$ cat src/rtl/fe_fifo_packer_pkg.sv
// Shared front-end FIFO definitions: command encodings, word field layout and small helpers.
package fe_fifo_packer_pkg;

  localparam logic [1:0] FE_FIFO_CMD_DATA = 2'b00;
  localparam logic [1:0] FE_FIFO_CMD_STAT = 2'b01;
  localparam logic [1:0] FE_FIFO_CMD_TIME = 2'b10;
  localparam logic [1:0] FE_FIFO_CMD_BAD  = 2'b11;

  localparam int unsigned FE_FIFO_SHORTTIME_LEN   = 3;
  localparam int unsigned FE_FIFO_STATUS_BITS_LEN = 5;
  localparam int unsigned FE_FIFO_DATA_LEN        = 8;
  localparam int unsigned FE_FIFO_CMD_LEN         = 2;

  // Field positions inside an 18-bit FIFO word
  localparam int unsigned FE_FIFO_STATUS_LSB = 8;
  localparam int unsigned FE_FIFO_DATA_LSB   = 0;

  localparam logic [15:0] FE_FIFO_CNT_MAX = 16'hFFFF;

  function automatic logic [15:0] fe_fifo_sat_inc(input logic [15:0] value);
    return (value == FE_FIFO_CNT_MAX) ? value : value + 16'd1;
  endfunction

endpackage

$ cat src/rtl/fe_fifo_packer_if.sv
// Event bus from the capture FSM into the packer, plus the full indication fed back to it.
interface fe_fifo_packer_if #(
  parameter int unsigned pTIMESTAMP_FULL_WIDTH = 16
);
  logic [1:0]                       I_command;
  logic [pTIMESTAMP_FULL_WIDTH-1:0] I_time;
  logic [7:0]                       I_data;
  logic [4:0]                       I_status;
  logic                             I_data_wr;
  logic                             O_full_to_capture;

  modport master (
    output I_command, I_time, I_data, I_status, I_data_wr,
    input  O_full_to_capture
  );

  modport slave (
    input  I_command, I_time, I_data, I_status, I_data_wr,
    output O_full_to_capture
  );
endinterface

$ cat src/rtl/fe_fifo_skid2.sv
// Generic 2-entry elastic buffer; head entry is always presented on dout_o.
module fe_fifo_skid2 #(
  parameter int unsigned Width = 18
) (
  input  logic             clk_i,
  input  logic             rst_ni,
  input  logic             push_i,
  input  logic [Width-1:0] din_i,
  input  logic             pop_i,
  input  logic             flush_i,
  output logic [Width-1:0] dout_o,
  output logic [1:0]       occ_o,
  output logic             full_o,
  output logic             empty_o
);

  logic [Width-1:0] head_q, head_d, tail_q, tail_d;
  logic [1:0]       occ_q, occ_d;
  logic             do_push, do_pop;

  always_comb begin
    head_d  = head_q;
    tail_d  = tail_q;
    occ_d   = occ_q;
    do_pop  = pop_i && (occ_q != 2'd0);
    // A push into a full buffer only lands if the head leaves in the same cycle
    do_push = push_i && ((occ_q != 2'd2) || do_pop);
    if (flush_i) begin
      occ_d = 2'd0;
    end else begin
      unique case ({do_push, do_pop})
        2'b10: begin
          if (occ_q == 2'd0) head_d = din_i;
          else               tail_d = din_i;
          occ_d = occ_q + 2'd1;
        end
        2'b01: begin
          head_d = tail_q;
          occ_d  = occ_q - 2'd1;
        end
        2'b11: begin
          if (occ_q == 2'd1) begin
            head_d = din_i;
          end else begin
            head_d = tail_q;
            tail_d = din_i;
          end
        end
        default: ;
      endcase
    end
  end

  always_ff @(posedge clk_i or negedge rst_ni) begin
    if (!rst_ni) begin
      head_q <= '0;
      tail_q <= '0;
      occ_q  <= 2'd0;
    end else begin
      head_q <= head_d;
      tail_q <= tail_d;
      occ_q  <= occ_d;
    end
  end

  assign dout_o  = head_q;
  assign occ_o   = occ_q;
  assign full_o  = (occ_q == 2'd2);
  assign empty_o = (occ_q == 2'd0);

endmodule

$ cat src/rtl/fe_fifo_packer.sv
// Formats capture-FSM events into FIFO words, buffers two of them and tracks loss statistics.
module fe_fifo_packer
  import fe_fifo_packer_pkg::*;
#(
  parameter int unsigned pTIMESTAMP_FULL_WIDTH  = 16,
  parameter int unsigned pTIMESTAMP_SHORT_WIDTH = 3,
  parameter int unsigned pWORD_WIDTH            = 18
) (
  input  logic                   fe_clk,
  input  logic                   reset_n_i,
  fe_fifo_packer_if.slave        fe_ev,
  input  logic                   I_arm,
  input  logic                   I_flush,
  input  logic                   I_fifo_full,
  output logic [pWORD_WIDTH-1:0] O_fifo_din,
  output logic                   O_fifo_wr,
  output logic [15:0]            O_word_count,
  output logic [15:0]            O_drop_count,
  output logic                   O_overflow,
  output logic                   O_bad_cmd
);

  logic [pWORD_WIDTH-1:0] pack_word;
  logic                   cmd_bad, push_req, pop, accept, drop, arm_rise;
  logic                   buf_full, buf_empty;
  logic [1:0]             buf_occ;

  logic [15:0] word_cnt_q, word_cnt_d, drop_cnt_q, drop_cnt_d;
  logic        ovf_q, ovf_d, bad_q, bad_d, arm_q;

  always_comb begin
    pack_word = '0;
    pack_word[pWORD_WIDTH-1 -: FE_FIFO_CMD_LEN] = fe_ev.I_command;
    if (fe_ev.I_command == FE_FIFO_CMD_TIME) begin
      pack_word[pTIMESTAMP_FULL_WIDTH-1:0] = fe_ev.I_time;
    end else begin
      pack_word[pTIMESTAMP_FULL_WIDTH-1 -: pTIMESTAMP_SHORT_WIDTH] =
        fe_ev.I_time[pTIMESTAMP_SHORT_WIDTH-1:0];
      if (fe_ev.I_command == FE_FIFO_CMD_STAT) begin
        pack_word[FE_FIFO_STATUS_LSB +: FE_FIFO_STATUS_BITS_LEN] = fe_ev.I_status;
      end else begin
        pack_word[FE_FIFO_DATA_LSB +: FE_FIFO_DATA_LEN] = fe_ev.I_data;
      end
    end
  end

  assign cmd_bad  = fe_ev.I_data_wr && (fe_ev.I_command == FE_FIFO_CMD_BAD);
  assign push_req = fe_ev.I_data_wr && !cmd_bad && !I_flush;
  assign pop      = !buf_empty && !I_fifo_full && !I_flush;
  assign accept   = push_req && (!buf_full || pop);
  assign drop     = push_req && buf_full && !pop;
  assign arm_rise = I_arm && !arm_q;

  fe_fifo_skid2 #(
    .Width (pWORD_WIDTH)
  ) u_skid (
    .clk_i   (fe_clk),
    .rst_ni  (reset_n_i),
    .push_i  (accept),
    .din_i   (pack_word),
    .pop_i   (pop),
    .flush_i (I_flush),
    .dout_o  (O_fifo_din),
    .occ_o   (buf_occ),
    .full_o  (buf_full),
    .empty_o (buf_empty)
  );

  // Arm clear wins over any increment in the same cycle
  always_comb begin
    word_cnt_d = accept ? fe_fifo_sat_inc(word_cnt_q) : word_cnt_q;
    drop_cnt_d = drop   ? fe_fifo_sat_inc(drop_cnt_q) : drop_cnt_q;
    ovf_d      = ovf_q || drop;
    bad_d      = bad_q || cmd_bad;
    if (arm_rise) begin
      word_cnt_d = '0;
      drop_cnt_d = '0;
      ovf_d      = 1'b0;
      bad_d      = 1'b0;
    end
  end

  always_ff @(posedge fe_clk or negedge reset_n_i) begin
    if (!reset_n_i) begin
      word_cnt_q <= '0;
      drop_cnt_q <= '0;
      ovf_q      <= 1'b0;
      bad_q      <= 1'b0;
      arm_q      <= 1'b0;
    end else begin
      word_cnt_q <= word_cnt_d;
      drop_cnt_q <= drop_cnt_d;
      ovf_q      <= ovf_d;
      bad_q      <= bad_d;
      arm_q      <= I_arm;
    end
  end

  assign O_fifo_wr               = pop;
  assign fe_ev.O_full_to_capture = I_fifo_full || (buf_occ == 2'd2);
  assign O_word_count            = word_cnt_q;
  assign O_drop_count            = drop_cnt_q;
  assign O_overflow              = ovf_q;
  assign O_bad_cmd               = bad_q;

endmodule

$ cat src/flat_wrapper.sv
// flat-port wrapper written by rule: the top's interface ports become plain ports
module fe_fifo_packer_flat import fe_fifo_packer_pkg::*;
#(
  parameter int unsigned pTIMESTAMP_FULL_WIDTH  = 16,
  parameter int unsigned pTIMESTAMP_SHORT_WIDTH = 3,
  parameter int unsigned pWORD_WIDTH            = 18
)
  (fe_clk, reset_n_i, I_arm, I_flush, I_fifo_full, O_fifo_din, O_fifo_wr, O_word_count, O_drop_count, O_overflow, O_bad_cmd, fe_ev_I_command, fe_ev_I_time, fe_ev_I_data, fe_ev_I_status, fe_ev_I_data_wr, fe_ev_O_full_to_capture);
  fe_fifo_packer_if #(.pTIMESTAMP_FULL_WIDTH(pTIMESTAMP_FULL_WIDTH)) fe_ev_i ();
  input  logic fe_clk;
  input  logic reset_n_i;
  input  logic I_arm;
  input  logic I_flush;
  input  logic I_fifo_full;
  output logic [pWORD_WIDTH-1:0] O_fifo_din;
  output logic O_fifo_wr;
  output logic [15:0] O_word_count;
  output logic [15:0] O_drop_count;
  output logic O_overflow;
  output logic O_bad_cmd;
  input wire logic [$bits(fe_ev_i.I_command)-1:0] fe_ev_I_command;
  input wire logic [$bits(fe_ev_i.I_time)-1:0] fe_ev_I_time;
  input wire logic [$bits(fe_ev_i.I_data)-1:0] fe_ev_I_data;
  input wire logic [$bits(fe_ev_i.I_status)-1:0] fe_ev_I_status;
  input wire logic [$bits(fe_ev_i.I_data_wr)-1:0] fe_ev_I_data_wr;
  output wire logic [$bits(fe_ev_i.O_full_to_capture)-1:0] fe_ev_O_full_to_capture;
  assign fe_ev_i.I_command = fe_ev_I_command;
  assign fe_ev_i.I_time = fe_ev_I_time;
  assign fe_ev_i.I_data = fe_ev_I_data;
  assign fe_ev_i.I_status = fe_ev_I_status;
  assign fe_ev_i.I_data_wr = fe_ev_I_data_wr;
  assign fe_ev_O_full_to_capture = fe_ev_i.O_full_to_capture;
  fe_fifo_packer #(.pTIMESTAMP_FULL_WIDTH(pTIMESTAMP_FULL_WIDTH), .pTIMESTAMP_SHORT_WIDTH(pTIMESTAMP_SHORT_WIDTH), .pWORD_WIDTH(pWORD_WIDTH)) u_core (.fe_clk(fe_clk), .reset_n_i(reset_n_i), .fe_ev(fe_ev_i), .I_arm(I_arm), .I_flush(I_flush), .I_fifo_full(I_fifo_full), .O_fifo_din(O_fifo_din), .O_fifo_wr(O_fifo_wr), .O_word_count(O_word_count), .O_drop_count(O_drop_count), .O_overflow(O_overflow), .O_bad_cmd(O_bad_cmd));
endmodule
$ cat config.mk
export PLATFORM = sky130hd
export DESIGN_NAME = fe_fifo_packer_flat
export DESIGN_NICKNAME = d
export VERILOG_FILES = /design/src/rtl/fe_fifo_packer_pkg.sv /design/src/rtl/fe_fifo_packer_if.sv /design/src/rtl/fe_fifo_skid2.sv /design/src/rtl/fe_fifo_packer.sv /design/src/flat_wrapper.sv
export SDC_FILE = /design/constraint.sdc
export NUM_CORES = 1
export LEC_CHECK = 0
export CAP_MARGIN = 20
export CELL_PAD_IN_SITES_DETAIL_PLACEMENT = 0
export CELL_PAD_IN_SITES_GLOBAL_PLACEMENT = 1
export CORE_AREA = 5 5 105 107
export CTS_CLUSTER_DIAMETER = 200
export DETAILED_ROUTE_END_ITERATION = 16
export DIE_AREA = 0 0 110 112
export GPL_ROUTABILITY_DRIVEN = 0
export PLACE_DENSITY_LB_ADDON = 0.1
export SLEW_MARGIN = 40
export SYNTH_ARGS = -nofsm -noshare
export SYNTH_HDL_FRONTEND = slang
export SYNTH_SLANG_ARGS = --single-unit
$ cat constraint.sdc
create_clock -name fe_clk -period 3.78 [get_ports fe_clk]
set_input_delay 0.945 -clock fe_clk [delete_from_list [all_inputs] [get_ports fe_clk]]
set_output_delay 0.945 -clock fe_clk [all_outputs]
set_load 0.03 [all_outputs]
**Word level (Yosys, flattened, before mapping)**

Cells that the tools add are included.

- Bits in registers: 73
- Input port bits: 37
- Output and inout port bits: 54
- Logic and storage cells: 82

- $add $sub $neg: 4
- Eq/ne operators: 16
- Multiplexer cells: 19
- Bitwise gates (word level): 1
- Reductions and logical operators: 34

Operator list:

| cell | number |
|---|---|
| 16-bit 2-to-1 mux | 7 |
| 18-bit 2-to-1 mux | 4 |
| 18-bit case mux with 3 select lines | 1 |
| 18-bit case mux with 2 select lines | 1 |
| 16-bit by 1-bit adder with 16-bit output (second input constant) | 2 |
| 16-bit equality test (second input constant) | 2 |
| 1-bit logical AND | 11 |
| 2-bit equality test (second input constant) | 5 |
| 8-bit 2-to-1 mux | 1 |
| 2-bit nonzero test | 4 |
| 1-bit zero test | 7 |
| 2-bit by 1-bit equality test with 1-bit output (second input constant) | 3 |
| 2-bit by 1-bit inequality test with 1-bit output (second input constant) | 3 |
| 2-bit inequality test (second input constant) | 3 |
| 3-bit nonzero test | 2 |
| 1-bit logical OR | 5 |
| 5-bit 2-to-1 mux | 1 |
| 2-bit case mux with 2 select lines | 1 |
| 2-bit AND reduction | 2 |
| 4-bit AND reduction | 1 |
| 3-bit AND reduction | 1 |
| 2-bit by 1-bit adder with 2-bit output (second input constant) | 1 |
| 2-bit zero test | 1 |
| 1-bit 2-to-1 mux | 2 |
| 3 further kinds | 3 |

**Depth between registers and ports, before layout**

Gate-level depths: netlist of run 1.

- Depth after elaboration: 10
- Gate-level depth with buffers: 8
- Depth with buffers taken out: 7

**Hierarchy**

A second synthesis of run 1 with hierarchy kept.

- Cells, all modules: 371
- Area, all modules: 3911.3 µm²

Modules (own cells, without submodules):

| module | times used | cells an instance | area each (µm²) | seq. area each (µm²) |
|---|---|---|---|---|
| fe_fifo_packer | 1 | 232 | 2139.6 | 875.8 |
| fe_fifo_skid2 | 1 | 139 | 1771.7 | 950.9 |

**Worst setup path after synthesis of run 1**

Ideal clock, no wire load.

- Kind: input -> register
- Start: in fe_ev_I_command[0]
- End: reg u_core.word_cnt_q[15], in the netlist u_core.O_word_count[15]
- Setup time: 0.078 ns
- Arrival: 2.607 ns
- Data required time: 3.702 ns
- Setup slack: 1.095 ns
- Stages on the path: 7
- Buffers on the path: 3
- Cells stage by stage: buf_6 > and2_4 > buf_6 > or4_4 > buf_6 > or4_1 > a21oi_1

- Cells in the longest elaborated chain, start to end: 8

Ends and longest elaborated chain:

| item | RTL line | text |
|---|---|---|
| start: declaration | flat_wrapper.sv:21 | `input wire logic [$bits(fe_ev_i.I_command)-1:0] fe_ev_I_command;` |
| 2-bit equality test | fe_fifo_packer.sv:47 | `assign cmd_bad = fe_ev.I_data_wr && (fe_ev.I_command == FE_FIFO_CMD_BAD);` |
| 1-bit logical AND | fe_fifo_packer.sv:47 |  |
| 1-bit zero test | fe_fifo_packer.sv:48 | `assign push_req = fe_ev.I_data_wr && !cmd_bad && !I_flush;` |
| 1-bit logical AND (2 in series) | fe_fifo_packer.sv:48 |  |
| 1-bit logical AND | fe_fifo_packer.sv:50 | `assign accept = push_req && (!buf_full \|\| pop);` |
| 2-bit nonzero test (no line) | -- |  |
| 2-bit AND reduction (no line) | -- |  |
| end signal: assignment | fe_fifo_packer.sv:91 | `word_cnt_q <= word_cnt_d;` |
| end: declaration | fe_fifo_packer.sv:28 | `logic [15:0] word_cnt_q, word_cnt_d, drop_cnt_q, drop_cnt_d;` |

Every way passes these cells.
A chain may end at the register's enable or synchronous reset.

**Worst setup path in the final report of run 1**

- Start: in I_fifo_full
- End: out O_fifo_wr

- Cells in the longest elaborated chain, start to end: 3

Ends and longest elaborated chain:

| item | RTL line | text |
|---|---|---|
| start: declaration | flat_wrapper.sv:14 | `input logic I_fifo_full;` |
| 1-bit zero test | fe_fifo_packer.sv:49 | `assign pop = !buf_empty && !I_fifo_full && !I_flush;` |
| 1-bit logical AND (2 in series) | fe_fifo_packer.sv:49 |  |
| end: declaration | flat_wrapper.sv:16 | `output logic O_fifo_wr;` |

Every way passes these cells.

==> results of run 1 <==
## worst max-delay path, stage by stage
cell and delay (ps):
clkdlybuf4s50_1 450, or3_1 380, inv_1 120, clkdlybuf4s50_1 680
## through the flow
stage                     worst slack, ps  hold WS [ps]
after detailed placement              241           474
after global routing                  155           511
after global placement                273           464
after CTS                             239           492
after floorplan                      1100           479
final                                 254           485
## power by group
group | switching, uW | total (uW) | internal (uW)
logic | 461 | 847 | 386
clock network | 303 | 560 | 257
registers | 111 | 1080 | 972
total | 875 | 2490 | 1620
## cells by family (layout without fill, tap and decap cells)
family | Yosys count | count (layout) | share of synthesized area, %
simple gates | 147 | 147 | 19.3
compound gates | 83 | 83 | 13.8
flops | 73 | 73 | 45.1
mux | 63 | 63 | 16.5
buf+inv | 34 | 128 | 3.86
fa+ha+maj | 5 | 5 | 1.54
## area by class of cell
type	count	area share (%)
inverters	10	0.709
clock inverters	6	0.756
repair buffers	102	18.7
well taps	136	3.21
multi-input cells	298	39.5
flip-flops and latches	73	34.5
clock buffers	10	2.60
## placed cells by master (no fill, tap or decap), types with 3 or more instances in the layout
| master | synthesis | layout |
|---|---|---|
| o41ai_1 | 3 | 3 |
| dfrtp_1 | 73 | 73 |
| clkbuf_8 | 0 | 10 |
| clkinv_2 | 0 | 3 |
| mux2i_1 | 34 | 34 |
| clkdlybuf4s50_1 | 0 | 89 |
| nor4_1 | 9 | 8 |
| nor2b_1 | 4 | 4 |
| nor3_1 | 8 | 8 |
| nor2_1 | 4 | 4 |
| nand2b_1 | 16 | 15 |
| a211oi_1 | 7 | 7 |
| ha_1 | 5 | 5 |
| a22o_1 | 13 | 13 |
| nand3_1 | 13 | 13 |
| inv_1 | 10 | 10 |
| o21ai_0 | 20 | 20 |
| nand2_1 | 55 | 55 |
| and3_1 | 5 | 5 |
| nand4_1 | 9 | 9 |
| mux2_2 | 29 | 29 |
| a21oi_1 | 16 | 16 |
| o31ai_1 | 7 | 7 |
| or4_1 | 12 | 12 |
| buf_4 | 0 | 12 |
| o21a_1 | 5 | 5 |
## path summary, 6_finish.rpt
| check | slack, ps | start | endpoint |
|---|---|---|---|
| max reg2reg | 1330 | u_core.u_skid.occ_o[1]$_DFFE_PN0P_ | u_core.u_skid.tail_q[16]$_DFFE_PN0P_ |
| min | 490 | u_core.u_skid.dout_o[13]$_DFFE_PN0P_ | u_core.u_skid.dout_o[13]$_DFFE_PN0P_ |
| min reg2reg | 490 | u_core.u_skid.dout_o[13]$_DFFE_PN0P_ | u_core.u_skid.dout_o[13]$_DFFE_PN0P_ |
| min in group asynchronous | 610 | reset_n_i | u_core.O_drop_count[9]$_DFFE_PN0P_ |
| max in group asynchronous | 2700 | reset_n_i | u_core.u_skid.dout_o[5]$_DFFE_PN0P_ |
| max | 250 | I_fifo_full | O_fifo_wr |
## registers in the layout, indices dropped and copies added (netlist names)
| signal | flops |
|---|---|
| u_core.O_bad_cmd | 1 |
| u_core.u_skid.dout_o | 18 |
| u_core.O_drop_count | 16 |
| u_core.arm_q | 1 |
| u_core.u_skid.tail_q | 18 |
| u_core.O_word_count | 16 |
| u_core.O_overflow | 1 |
| u_core.u_skid.occ_o | 2 |
## per-layer routing
metal	track usage, %	vias up	wire [um]
li1	-	1680	-
met1	21.8	1670	4530
met2	27.8	84	4880
met3	4.00	11	579
met4	6.65	0	137
met5	0	-	0
==> impl_summary.log, run 1 <==
[metrics] outcome: finished, final reports clean
[metrics] hold-fix buffers at CTS: 0
[metrics] most frequently used cell type in the post-synthesis netlist: dfrtp_1
[metrics] area of the multi-input gates: ~2100 um^2
[metrics] routed vias/inst: about 5.4
[metrics] endpoint type of the worst setup path: primary output
[metrics] net count of the finished layout: roughly 540
[metrics] overall die height: around 110 um
[metrics] H-Tree Level Count: 3
[metrics] Die Width: 110 um
[metrics] wire per inst: between 15 and 20 um
[metrics] Clock Sinks: 73
[metrics] Finished Layout Cells: 635
[metrics] post-synthesis sequential area ratio: between 40% and 50%
[metrics] Final Util: 52.7%
[metrics] placed inst area: around 5000 um^2
[metrics] top cell types by occurrence after synthesis: dfrtp_1 (73), nand2_1 (55), mux2i_1 (34)
[metrics] maximum number of pins on one net before global-route repair: 74
[metrics] final worst path period need: about 3500 ps
[metrics] total count of max-transition violations in the final report: 0
[metrics] class of the tightest hold or removal check: register to register
[metrics] Yosys top cell by area: dfrtp_1
[metrics] main area contributors after synthesis: dfrtp_1 (45%), mux2i_1 (8.4%), mux2_2 (8.1%), nand2_1 (5.1%), a22o_1 (2.8%)
[metrics] Layout Area Growth over Synthesis: 30.7%
[metrics] CTS Root Cell: clkbuf_8
[metrics] number of antenna violations at the first check in global routing: 0
[metrics] number of synthesized flops with an enable pin: 0
[metrics] vias in the first global route: 3464
[metrics] Port Buf Inserts: 90
[metrics] cells after synthesis: a little over 400
[metrics] post-DP HPWL: approximately 7200 um
[metrics] Pwr per Cell Area: between 400 and 500 nW/um^2
[metrics] final clock period utilization by the worst path: ~93%
[metrics] number of post-CTS setup repair buffers: 0
[metrics] leakage power summed over all cells: between 0.002 and 0.0025 uW
[metrics] depth of the worst register-to-register path: 6
[metrics] unrepaired setup endpoints after global routing: false
[metrics] Top FF cell, synth: dfrtp_1
[metrics] number of cells on the worst hold path: 2
[metrics] final WL: about 10000 um
[metrics] async set or reset register ratio after synthesis: between 90% and 100%
[metrics] Worst-Skew Late Latency: roughly 350 ps
[metrics] number of inserted diodes: 0
[metrics] Detailed Route Iter0 Violations: 129
[metrics] final instance area: around 5300 um^2
[metrics] aggregate negative setup slack: 0 ps
[metrics] share of cells above drive strength 1: 13.2%
[metrics] max_cap viols: 0
[metrics] Post-Syn Nets: 447
[metrics] proportion of netlist area held by the largest area contributor: roughly 45%
[metrics] number of failing setup endpoints in the final timing report: 0
[metrics] clock buffers created by TritonCTS: 9
[metrics] flops & latches, synth: 73
[metrics] Worst Setup Path Type: primary input to primary output
[metrics] starting utilization of the core area: between 40% and 50%
[metrics] startpoint type of the worst setup path: primary input
[metrics] number of top-level pins: 91
[metrics] drt drc: 0
[metrics] Avg Cell Area, Syn: approximately 10 um^2
[metrics] VDD IR max: between 0.0002 and 0.0003 V
[metrics] slew margin rel.: between 40% and 50%
[metrics] grt ovf: 0
[metrics] Least-Margin Pin Slew: roughly 800 ps
[metrics] number of buffers on the longest clock path: 2
[metrics] routed via count: about 3400
[metrics] Critical Path AT: approximately 2600 ps
[metrics] # resized after CTS: 0
[metrics] Final Total Pwr: roughly 2500 uW
[metrics] Core ar.: ~10000 um^2
[metrics] wire length of the first global-routing pass: ~17000 um
[metrics] Max Fanout on Critical Path: 4
[metrics] drt pass-1 iters: 4
[metrics] die outline area: between 10000 and 15000 um^2
[metrics] Detail Route Antenna Nets: 0
[metrics] CTS tree: done
[metrics] clock slew seen by the registers of the worst setup and hold paths: 80 ps
[metrics] required time of the critical path: about 2800 ps
[metrics] skew final: roughly 12 ps
[metrics] Placed Cells incl. Taps: between 600 and 700
[metrics] number of distinct standard cells referenced by the synthesized netlist: 43
[metrics] total routing usage reported by global routing: between 15 and 20%
[metrics] Syn. warnings: 0
[metrics] post-synthesis instance area: ~4100 um^2
[metrics] area used by sequential logic in the layout: about 1800 um^2
[metrics] Site Rows: 37
[metrics] layout filler cell count: a little under 1000
[metrics] highest clock rate: approximately 280 MHz
[metrics] final hold violations: 0
(Power assumes the default switching activity.)
==> run 2: changes to the inputs <==
--- a/config.mk
+++ b/config.mk
@@ -13,8 +13,9 @@
 export DETAILED_ROUTE_END_ITERATION = 16
 export DIE_AREA = 0 0 110 112
 export GPL_ROUTABILITY_DRIVEN = 0
+export HOLD_SLACK_MARGIN = 0.15
 export PLACE_DENSITY_LB_ADDON = 0.1
-export SLEW_MARGIN = 40
+export SLEW_MARGIN = 20
 export SYNTH_ARGS = -nofsm -noshare
 export SYNTH_HDL_FRONTEND = slang
 export SYNTH_SLANG_ARGS = --single-unit
==> impl_summary.log, run 2 (synthesis gave the netlist of run 1 again) <==
[metrics] wire per inst: about 16 um
[metrics] leakage power summed over all cells: between 0.002 and 0.0025 uW
[metrics] Detailed Route Iter0 Violations: around 110
[metrics] Clock Sinks: 73
[metrics] clock slew seen by the registers of the worst setup and hold paths: about 80 ps
[metrics] final WL: between 10000 and 15000 um
[metrics] VDD IR max: about 0.00028 V
[metrics] total routing usage reported by global routing: approximately 17%
[metrics] cell with the most instances on the worst path: clkdlybuf4s50_1
[metrics] fraction of power spent switching nets: between 30% and 40%
[metrics] die outline area: between 10000 and 15000 um^2
[metrics] slack of the worst reg-to-reg path: between 1000 and 1500 ps
[metrics] Port Buf Inserts: 90
[metrics] number of buffers on the longest clock path: 2
[metrics] post-DP HPWL: between 7000 and 8000 um
[metrics] WP buf/inv: 3
[metrics] vias in the first global route: roughly 3400
[metrics] share of power burned in combinational logic: between 30% and 40%
[metrics] cell type group with the largest total delay on the critical path: buffers and inverters
[metrics] number of cells on the critical path: 4
[metrics] highest clock rate: between 200 and 300 MHz
[metrics] crit path cell chain: clkdlybuf4s50_1 -> or3_1 -> inv_1 -> clkdlybuf4s50_1
[metrics] Site Rows: 37
[metrics] overall die height: ~110 um
[metrics] # resized after CTS: 0
[metrics] Worst-Skew Late Latency: about 350 ps
[metrics] number of inserted diodes: 0
[metrics] worst reg2reg endpoint: u_core.u_skid.tail_q[16]$_DFFE_PN0P_
[metrics] termination of the worst setup path: O_fifo_wr
[metrics] Worst Setup Path Type: primary input to primary output
[metrics] Layout Area Growth over Synthesis: 31.6%
[metrics] H-Tree Level Count: 3
[metrics] Pint: ~1700 uW
[metrics] number of top-level pins: 91
[metrics] Core ar.: 10000 um^2
[metrics] total count of max-transition violations in the final report: 0
[metrics] startpoint type of the worst setup path: primary input
[metrics] CTS tree: done
[metrics] launching point of the worst reg2reg path: u_core.u_skid.occ_o[1]$_DFFE_PN0P_
[metrics] Clock power frac: 26.5%
[metrics] final clock period utilization by the worst path: approximately 93%
[metrics] outcome: finished, final reports clean
[metrics] depth of the worst register-to-register path: 6
[metrics] Die Width: ~110 um
[metrics] number of failing setup endpoints in the final timing report: 0
[metrics] starting utilization of the core area: 40.3%
[metrics] unrepaired setup endpoints after global routing: false
[metrics] drt drc: 0
[metrics] critical path launch point: I_fifo_full
[metrics] Detail Route Antenna Nets: 0
[metrics] wire length of the first global-routing pass: around 17000 um
[metrics] grt ovf: 0
[metrics] crit path setup slack, layout: 256 ps
[metrics] maximum number of pins on one net before global-route repair: 74
[metrics] placed inst area: between 5000 and 6000 um^2
[metrics] skew final: 15.2 ps
[metrics] class of the tightest hold or removal check: register to register
[metrics] layout filler cell count: between 900 and 1000
[metrics] routed via count: 3394
[metrics] net count of the finished layout: between 500 and 600
[metrics] share of cells above drive strength 1: about 13%
[metrics] clock buffers created by TritonCTS: 9
[metrics] Worst Setup Slack post-DPL: ~250 ps
[metrics] Max Fanout on Critical Path: 4
[metrics] number of antenna violations at the first check in global routing: 0
[metrics] number of post-CTS setup repair buffers: 0
[metrics] drt pass-1 iters: 4
[metrics] power spent charging and discharging nets: approximately 890 uW
[metrics] final instance area: between 5000 and 6000 um^2
[metrics] aggregate negative setup slack: 0 ps
[metrics] final hold violations: 0
[metrics] endpoint type of the worst setup path: primary output
[metrics] Least-Margin Pin Slew: 952 ps
[metrics] Pwr per Cell Area: 492 nW/um^2
[metrics] routed vias/inst: roughly 5.3
[metrics] slew margin rel.: approximately 37%
[metrics] max_cap viols: 0
[metrics] Critical Path AT: 2580 ps
[metrics] share of power burned in registers: approximately two fifths
[metrics] Max stage delay cell, worst path: clkdlybuf4s50_1
[metrics] final worst path period need: roughly 3500 ps
[metrics] most frequent standard cell in the layout excluding fill and tap cells: clkdlybuf4s50_1
[metrics] required time of the critical path: roughly 2800 ps
[metrics] hold-fix buffers at CTS: 0
[metrics] CTS Root Cell: clkbuf_8
[metrics] largest stage delay on the critical path: around 680 ps
[metrics] leading cell types in the layout, fill and taps excluded: clkdlybuf4s50_1 (89), dfrtp_1 (73), nand2_1 (55)
run 2: how the worst min path moves through the flow:
stage	start	cells past startpoint	end
5_1_grt	u_core.u_skid.dout_o[14]$_DFFE_PN0P_	2	u_core.u_skid.dout_o[14]$_DFFE_PN0P_
4_1_cts	u_core.u_skid.dout_o[14]$_DFFE_PN0P_	2	u_core.u_skid.dout_o[14]$_DFFE_PN0P_
2_1_floorplan	u_core.u_skid.tail_q[0]$_DFFE_PN0P_	1	u_core.u_skid.tail_q[0]$_DFFE_PN0P_
6_report	u_core.u_skid.dout_o[13]$_DFFE_PN0P_	2	u_core.u_skid.dout_o[13]$_DFFE_PN0P_
3_5_place_dp	u_core.u_skid.dout_o[14]$_DFFE_PN0P_	2	u_core.u_skid.dout_o[14]$_DFFE_PN0P_
3_3_place_gp	u_core.u_skid.dout_o[1]$_DFFE_PN0P_	2	u_core.u_skid.dout_o[1]$_DFFE_PN0P_
run 2: power by group through the flow:
stage | clock, uW | sequential, uW | combinational (uW)
4_1_cts | 715 | 1080 | 863
3_5_place_dp | 0 | 1100 | 862
5_1_grt | 761 | 1110 | 921
2_1_floorplan | 0 | 1270 | 312
6_report | 694 | 1080 | 848
3_3_place_gp | 0 | 1090 | 846
run 2: stage by stage:
stage | utilization, % | std cells | total power (uW) | hold WS (ps)
finish | 53.1 | 635 | 2620 | 485
floorplan | - | 405 | 1590 | 479
detailed placement | 50.8 | 619 | 1960 | 471
global placement | 50.8 | 619 | 1930 | 464
global route | 53.1 | 635 | 2790 | 519
CTS | 53.1 | 635 | 2660 | 490
run 2: worst reg2reg max path: stages, from the launching register on:
cell and delay, ps:
dfrtp_1 380, inv_1 100, ha_1 260, o21ai_0 400
nand3_1 170, a211o_1 600, mux2_2 400
run 2: layout make-up:
| cell class | instances | area [um^2] | area share (%) |
|---|---|---|---|
| clock buffer | 9 | 124 | 2.32 |
| clock inverter | 7 | 101 | 1.90 |
| inverter | 10 | 37.5 | 0.704 |
| multi-input combinational | 298 | 2080 | 39.1 |
| sequential | 73 | 1830 | 34.3 |
| tap | 136 | 170 | 3.19 |
| timing repair buffer | 102 | 988 | 18.5 |
run 2: routing by layer:
| metal | routed length [um] | global-route usage, % |
|---|---|---|
| met4 | 161 | 6.32 |
| met3 | 503 | 4.12 |
| met1 | 4640 | 22.0 |
| met2 | 4770 | 28.0 |
| met5 | 0 | 0 |
